--- config.mk ---
export PLATFORM = sky130hd
export DESIGN_NAME = vga_timing_gen
export DESIGN_NICKNAME = d
export VERILOG_FILES = /design/src/rtl/vga_timing_gen.sv
export SDC_FILE = /design/constraint.sdc
export NUM_CORES = 1
export LEC_CHECK = 0
export ABC_AREA = 1
export BUFFER_PORTS_ARGS = -buffer_cell sky130_fd_sc_hd__buf_2
export CAP_MARGIN = 20
export CORE_UTILIZATION = 55
export CTS_CLUSTER_SIZE = 25
export DETAILED_ROUTE_END_ITERATION = 8
export PLACE_DENSITY = 0.82
export REMOVE_ABC_BUFFERS = 1
export SYNTH_ARGS = -nofsm -noshare
export SYNTH_HDL_FRONTEND = slang
export SYNTH_SLANG_ARGS = --single-unit
--- constraint.sdc ---
create_clock -name clk -period 2.5 [get_ports clk]
set_clock_uncertainty 0.05 [all_clocks]
set_input_delay 0.375 -clock clk [delete_from_list [all_inputs] [get_ports clk]]
set_output_delay 0.375 -clock clk [all_outputs]
set_load 0.01 [all_outputs]
--- src/rtl/vga_timing_gen.sv ---
// ---------------------------------------------------------------------------
// vga_timing_gen
//
// Purpose: generates the raster timing for a VGA style display. The system
// clock is divided down to a pixel rate. Column (x) and line (y) counters
// run from that rate, and sync / active-video levels are decoded from the
// counters. The count enable freezes the whole timing chain in place.
//
// Optional feature: define VGA_TIMING_FRAME_CNT_EN to add a 16-bit frame
// counter output (frame_cnt). In the default build that port is absent.
//
// Ports:
//   clk        in   system clock, all logic on the rising edge
//   reset      in   asynchronous active-low reset
//   en         in   count enable; low holds the divider and the counters
//   h_sync     out  horizontal sync, asserted level set by H_SYNC_POL
//   v_sync     out  vertical sync, asserted level set by V_SYNC_POL
//   x, y       out  current pixel column / line (RES_BITS each)
//   video_on   out  high inside the active area
//   pixel_tick out  one-clock strobe on each pixel advance
//   line_end   out  one-clock strobe on the last pixel of a line
//   frame_end  out  one-clock strobe on the last pixel of a frame
//   frame_cnt  out  completed-frame count (only with VGA_TIMING_FRAME_CNT_EN)
//
// H_TOTAL and V_TOTAL must both be less than 2**RES_BITS.
// ---------------------------------------------------------------------------
module vga_timing_gen #(
  parameter int RES_BITS   = 10,
  parameter int CLK_DIV    = 4,
  parameter int H_ACTIVE   = 640,
  parameter int H_FP       = 16,
  parameter int H_SYNC     = 96,
  parameter int H_BP       = 48,
  parameter int V_ACTIVE   = 480,
  parameter int V_FP       = 10,
  parameter int V_SYNC     = 2,
  parameter int V_BP       = 33,
  parameter int H_SYNC_POL = 0,
  parameter int V_SYNC_POL = 0
) (
  input  logic                clk,
  input  logic                reset,
  input  logic                en,
  output logic                h_sync,
  output logic                v_sync,
  output logic [RES_BITS-1:0] x,
  output logic [RES_BITS-1:0] y,
  output logic                video_on,
  output logic                pixel_tick,
  output logic                line_end,
`ifdef VGA_TIMING_FRAME_CNT_EN
  output logic                frame_end,
  output logic [15:0]         frame_cnt
`else
  output logic                frame_end
`endif
);

  localparam int H_TOTAL = H_ACTIVE + H_FP + H_SYNC + H_BP;
  localparam int V_TOTAL = V_ACTIVE + V_FP + V_SYNC + V_BP;

  localparam logic [RES_BITS-1:0] H_LAST    = RES_BITS'(H_TOTAL - 1);
  localparam logic [RES_BITS-1:0] V_LAST    = RES_BITS'(V_TOTAL - 1);
  localparam logic [RES_BITS-1:0] H_ACT     = RES_BITS'(H_ACTIVE);
  localparam logic [RES_BITS-1:0] V_ACT     = RES_BITS'(V_ACTIVE);
  localparam logic [RES_BITS-1:0] H_SYNC_LO = RES_BITS'(H_ACTIVE + H_FP);
  localparam logic [RES_BITS-1:0] H_SYNC_HI = RES_BITS'(H_ACTIVE + H_FP + H_SYNC);
  localparam logic [RES_BITS-1:0] V_SYNC_LO = RES_BITS'(V_ACTIVE + V_FP);
  localparam logic [RES_BITS-1:0] V_SYNC_HI = RES_BITS'(V_ACTIVE + V_FP + V_SYNC);

  localparam logic [7:0] DIV_LAST = 8'(CLK_DIV - 1);
  localparam logic       H_POL    = (H_SYNC_POL != 0);
  localparam logic       V_POL    = (V_SYNC_POL != 0);

  logic [7:0]          r_div;
  logic [RES_BITS-1:0] r_x;
  logic [RES_BITS-1:0] r_y;
  logic                r_h_sync;
  logic                r_v_sync;
  logic                r_video_on;

  logic                w_tick;
  logic                w_line_end;
  logic                w_frame_end;
  logic [7:0]          w_div_nxt;
  logic [RES_BITS-1:0] w_x_nxt;
  logic [RES_BITS-1:0] w_y_nxt;

  function automatic logic f_in_window(input logic [RES_BITS-1:0] v,
                                       input logic [RES_BITS-1:0] lo,
                                       input logic [RES_BITS-1:0] hi);
    return (v >= lo) && (v < hi);
  endfunction

  // Strobes are gated by reset so they stay low while reset is held, even
  // though en may be high; with CLK_DIV=1 the divider sits at 0 and the
  // tick simply follows en.
  assign w_tick      = reset & en & (r_div == DIV_LAST);
  assign w_line_end  = w_tick & (r_x == H_LAST);
  assign w_frame_end = w_line_end & (r_y == V_LAST);

  assign w_div_nxt = (r_div == DIV_LAST) ? 8'd0 : r_div + 8'd1;

  always_comb begin
    w_x_nxt = r_x;
    w_y_nxt = r_y;
    if (w_tick) begin
      w_x_nxt = (r_x == H_LAST) ? '0 : r_x + 1'b1;
    end
    if (w_line_end) begin
      w_y_nxt = (r_y == V_LAST) ? '0 : r_y + 1'b1;
    end
  end

  // Sync and video levels are decoded from the next counter values and
  // registered alongside the counters, so they change on the same edge as
  // x/y and never glitch.
  always_ff @(posedge clk or negedge reset) begin
    if (!reset) begin
      r_div      <= 8'd0;
      r_x        <= '0;
      r_y        <= '0;
      r_h_sync   <= ~H_POL;
      r_v_sync   <= ~V_POL;
      r_video_on <= 1'b1;
    end else begin
      if (en) begin
        r_div <= w_div_nxt;
      end
      r_x        <= w_x_nxt;
      r_y        <= w_y_nxt;
      r_h_sync   <= f_in_window(w_x_nxt, H_SYNC_LO, H_SYNC_HI) ? H_POL : ~H_POL;
      r_v_sync   <= f_in_window(w_y_nxt, V_SYNC_LO, V_SYNC_HI) ? V_POL : ~V_POL;
      r_video_on <= (w_x_nxt < H_ACT) && (w_y_nxt < V_ACT);
    end
  end

`ifdef VGA_TIMING_FRAME_CNT_EN
  logic [15:0] r_frame_cnt;

  always_ff @(posedge clk or negedge reset) begin
    if (!reset) begin
      r_frame_cnt <= 16'd0;
    end else if (w_frame_end) begin
      r_frame_cnt <= r_frame_cnt + 16'd1;
    end
  end

  assign frame_cnt = r_frame_cnt;
`endif

  assign x          = r_x;
  assign y          = r_y;
  assign h_sync     = r_h_sync;
  assign v_sync     = r_v_sync;
  assign video_on   = r_video_on;
  assign pixel_tick = w_tick;
  assign line_end   = w_line_end;
  assign frame_end  = w_frame_end;

endmodule

==> metrics.cfg <==
[layout]
drive_above_1_share=0.204
nFillCells=308
fin_nets=319
n_antenna_cell=0
area_growth_syn_to_layout_pct=13.2

[die]
dieArea_mm2=0.00386
initial_core_util=0.587
die_y_um=62.1
fp.dieW_um=62.1
placeableCoreArea_mm2=0.00339
rows=21
ios=29

[yosys]
synth-edff-count=0
synth.distinct_cells=28
synth_area_mm2=0.00199
syn_inst=278
syn_avg_cell_area_um2=7.15
yosysSeqAreaShare=0.392
synth_seq_cells=31
async_flop_share=1.00
ys.flop_type=dfrtp_1
yosysWarnings=0

[place]
portBuffers=28
dpl.hpwl_um=3130
place.gp.congestion=0.870
place_ws_ns=0.457

[setup_path]
required_ns=2.08
cp_max_fo=4
end_kind=output port
critPathKind=flop to output port
critPathArrivalTime_ns=1.90
r2r_setup_slack_ns=0.43
worstSetupStartpointType=flop

[status]
status=completed

[power_and_ir_drop]
ir_worst_vdd_v=0.000451
p_clk_frac=0.285
p_int_uw=802
powerDensity_mw_per_mm2=509
p_leak_nw=1.18
switchingPower_uw=342
comb_power_share=0.171
p_sw_frac=0.299
seq_power_share=0.544

[sta]
finalHoldViolations=0
tightest_slew_ns=0.377
max_freq_mhz=430
hold_ws_ns=0.0530
finalSetupViolations=0
report.final.slew_viol_count=0
maxSlewHeadroom=0.748
fin_crit_sh=0.930
fin_crit_ns=2.32
worst_slack_ns=0.176
rsz0062_at_grt=false
timing.setup.tns_ns=0

[cts]
cts_tree=yes
cts_buffer_depth=2
cts_buffers=5
clkTransAtPathRegs_ns=0.09
cts.sinks=31
clock_latency_ns=0.33
hold_buffers=0
htreeDepth=2
clockRootBuffer=clkbuf_4

[global_routing]
grt_overflow_total=0
grt_antenna_before_repair=0
grtUsageTotal=0.246
grt_pass1_vias=1688
grt_max_degree=32
grt_pass1_wl_um=7420

[routing]
wl_um=4110
drt_iter0_markers=129
wl_per_cell_um=11.4
via_count=1798
dr.pass1.iters=5
vias_per_cell=5.01
drcViolationCount=0
ant_nets=0

[worst_hold_path]
min_path_type=primary input to async pin

[run]
drv_cap=0

[cell families (layout without fill, tap and decap cells)]
group	Yosys count	in the layout	synth area share
and+or+nand+nor	169	169	0.400
buffers and inverters	48	83	0.101
DFF	31	31	0.392
AOI/OAI and AO/OA	20	20	0.0554
xor gates and xnor gates	6	6	0.0264
adders and majority gates	4	4	0.0252
[cell usage after synthesis, types with 2 or more instances]
library cell | count | share of area
a21oi_1 | 6 | 0.015
buf_4 | 3 | 0.011
dfrtp_1 | 28 | 0.35
dfstp_2 | 3 | 0.040
ha_1 | 4 | 0.025
inv_1 | 41 | 0.077
inv_2 | 2 | 0.0038
nand2_1 | 81 | 0.15
nand3_1 | 31 | 0.078
nand4_1 | 6 | 0.019
nor2_1 | 30 | 0.057
nor2_2 | 7 | 0.022
nor2_4 | 3 | 0.017
nor3_1 | 5 | 0.013
o21ai_0 | 9 | 0.023
o21ai_1 | 2 | 0.0050
xor2_1 | 6 | 0.026
[state kept, by name, indices dropped and copies added, names as in the netlist]
| register | count |
|---|---|
| r_div | 8 |
| video_on | 1 |
| h_sync | 1 |
| x | 10 |
| y | 10 |
| v_sync | 1 |
[layout by cell type (no fill, tap or decap), drive strengths merged]
cell type | netlist | final
buf | 5 | 32
o21ai | 11 | 11
ha | 4 | 4
nand3b | 1 | 1
nand4 | 7 | 7
nand2 | 82 | 82
a21boi | 1 | 1
clkbuf | 0 | 8
inv | 43 | 43
xor2 | 6 | 6
dfstp | 3 | 3
nor3 | 6 | 6
dfrtp | 28 | 28
nand3 | 32 | 32
a21oi | 7 | 7
a31o | 1 | 1
nor2 | 41 | 41
[layer usage]
metal | global-route usage | wire [um] | vias up | part of all wire
met5 | 0 | 0 | - | 0
met4 | 0.0843 | 34 | 0 | 0.0083
met3 | 0.0662 | 266 | 4 | 0.065
met2 | 0.374 | 1820 | 47 | 0.44
met1 | 0.341 | 1990 | 806 | 0.48
li1 | - | - | 941 | -
[layout make-up]
type                       instances  area, um^2  share of cell area
clock buffer                       8        68.8              0.0306
multi-input combinational        199        1010               0.449
inverter                          43         161              0.0717
timing repair buffer              32         170              0.0756
sequential                        31         781               0.347
tap                               46        57.6              0.0256
[worst max-delay path, cell delays in order, from the launching register on]
cell     delay, ns
dfrtp_1       0.40
ha_1          0.18
nand2_1       0.06
nor2_2        0.16
nand2_1       0.13
nor2_2        0.19
nand2_1       0.14
nor3_2        0.15
buf_2         0.16
[final timing paths]
path,startpoint,end,depth (start not counted)
max,r_div[0],frame_end,8
min,reset,y[8],2
max reg2reg,r_div[0],v_sync,10
min reg2reg,r_div[7],r_div[7],1
max in group asynchronous,reset,v_sync,2
min in group clk,en,r_div[0],2
[power by group through the flow]
stage               clock network [mW]  registers [mW]  logic (mW)
floorplan                            0           0.625       0.140
CTS                              0.343           0.624       0.193
global placement                     0           0.629       0.186
finish                           0.326           0.622       0.196
global route                     0.366           0.635       0.225
detailed placement                   0           0.633       0.191
[metrics by stage]
stage          utilization  std cells  total power [mW]  area (um^2)
3_3_place_gp         0.638        349             0.816         2160
4_1_cts              0.658        357              1.16         2230
2_1_floorplan            -        273             0.765         1950
5_1_grt              0.664        359              1.23         2250
6_report             0.664        359              1.14         2250
3_5_place_dp         0.638        349             0.823         2160
[timing repair]
action	in CTS	in global routing
buffers inserted	0	2
gates resized for setup	0	2
setup endpoints to repair	0	1
Power figures use the tool's default switching activity.
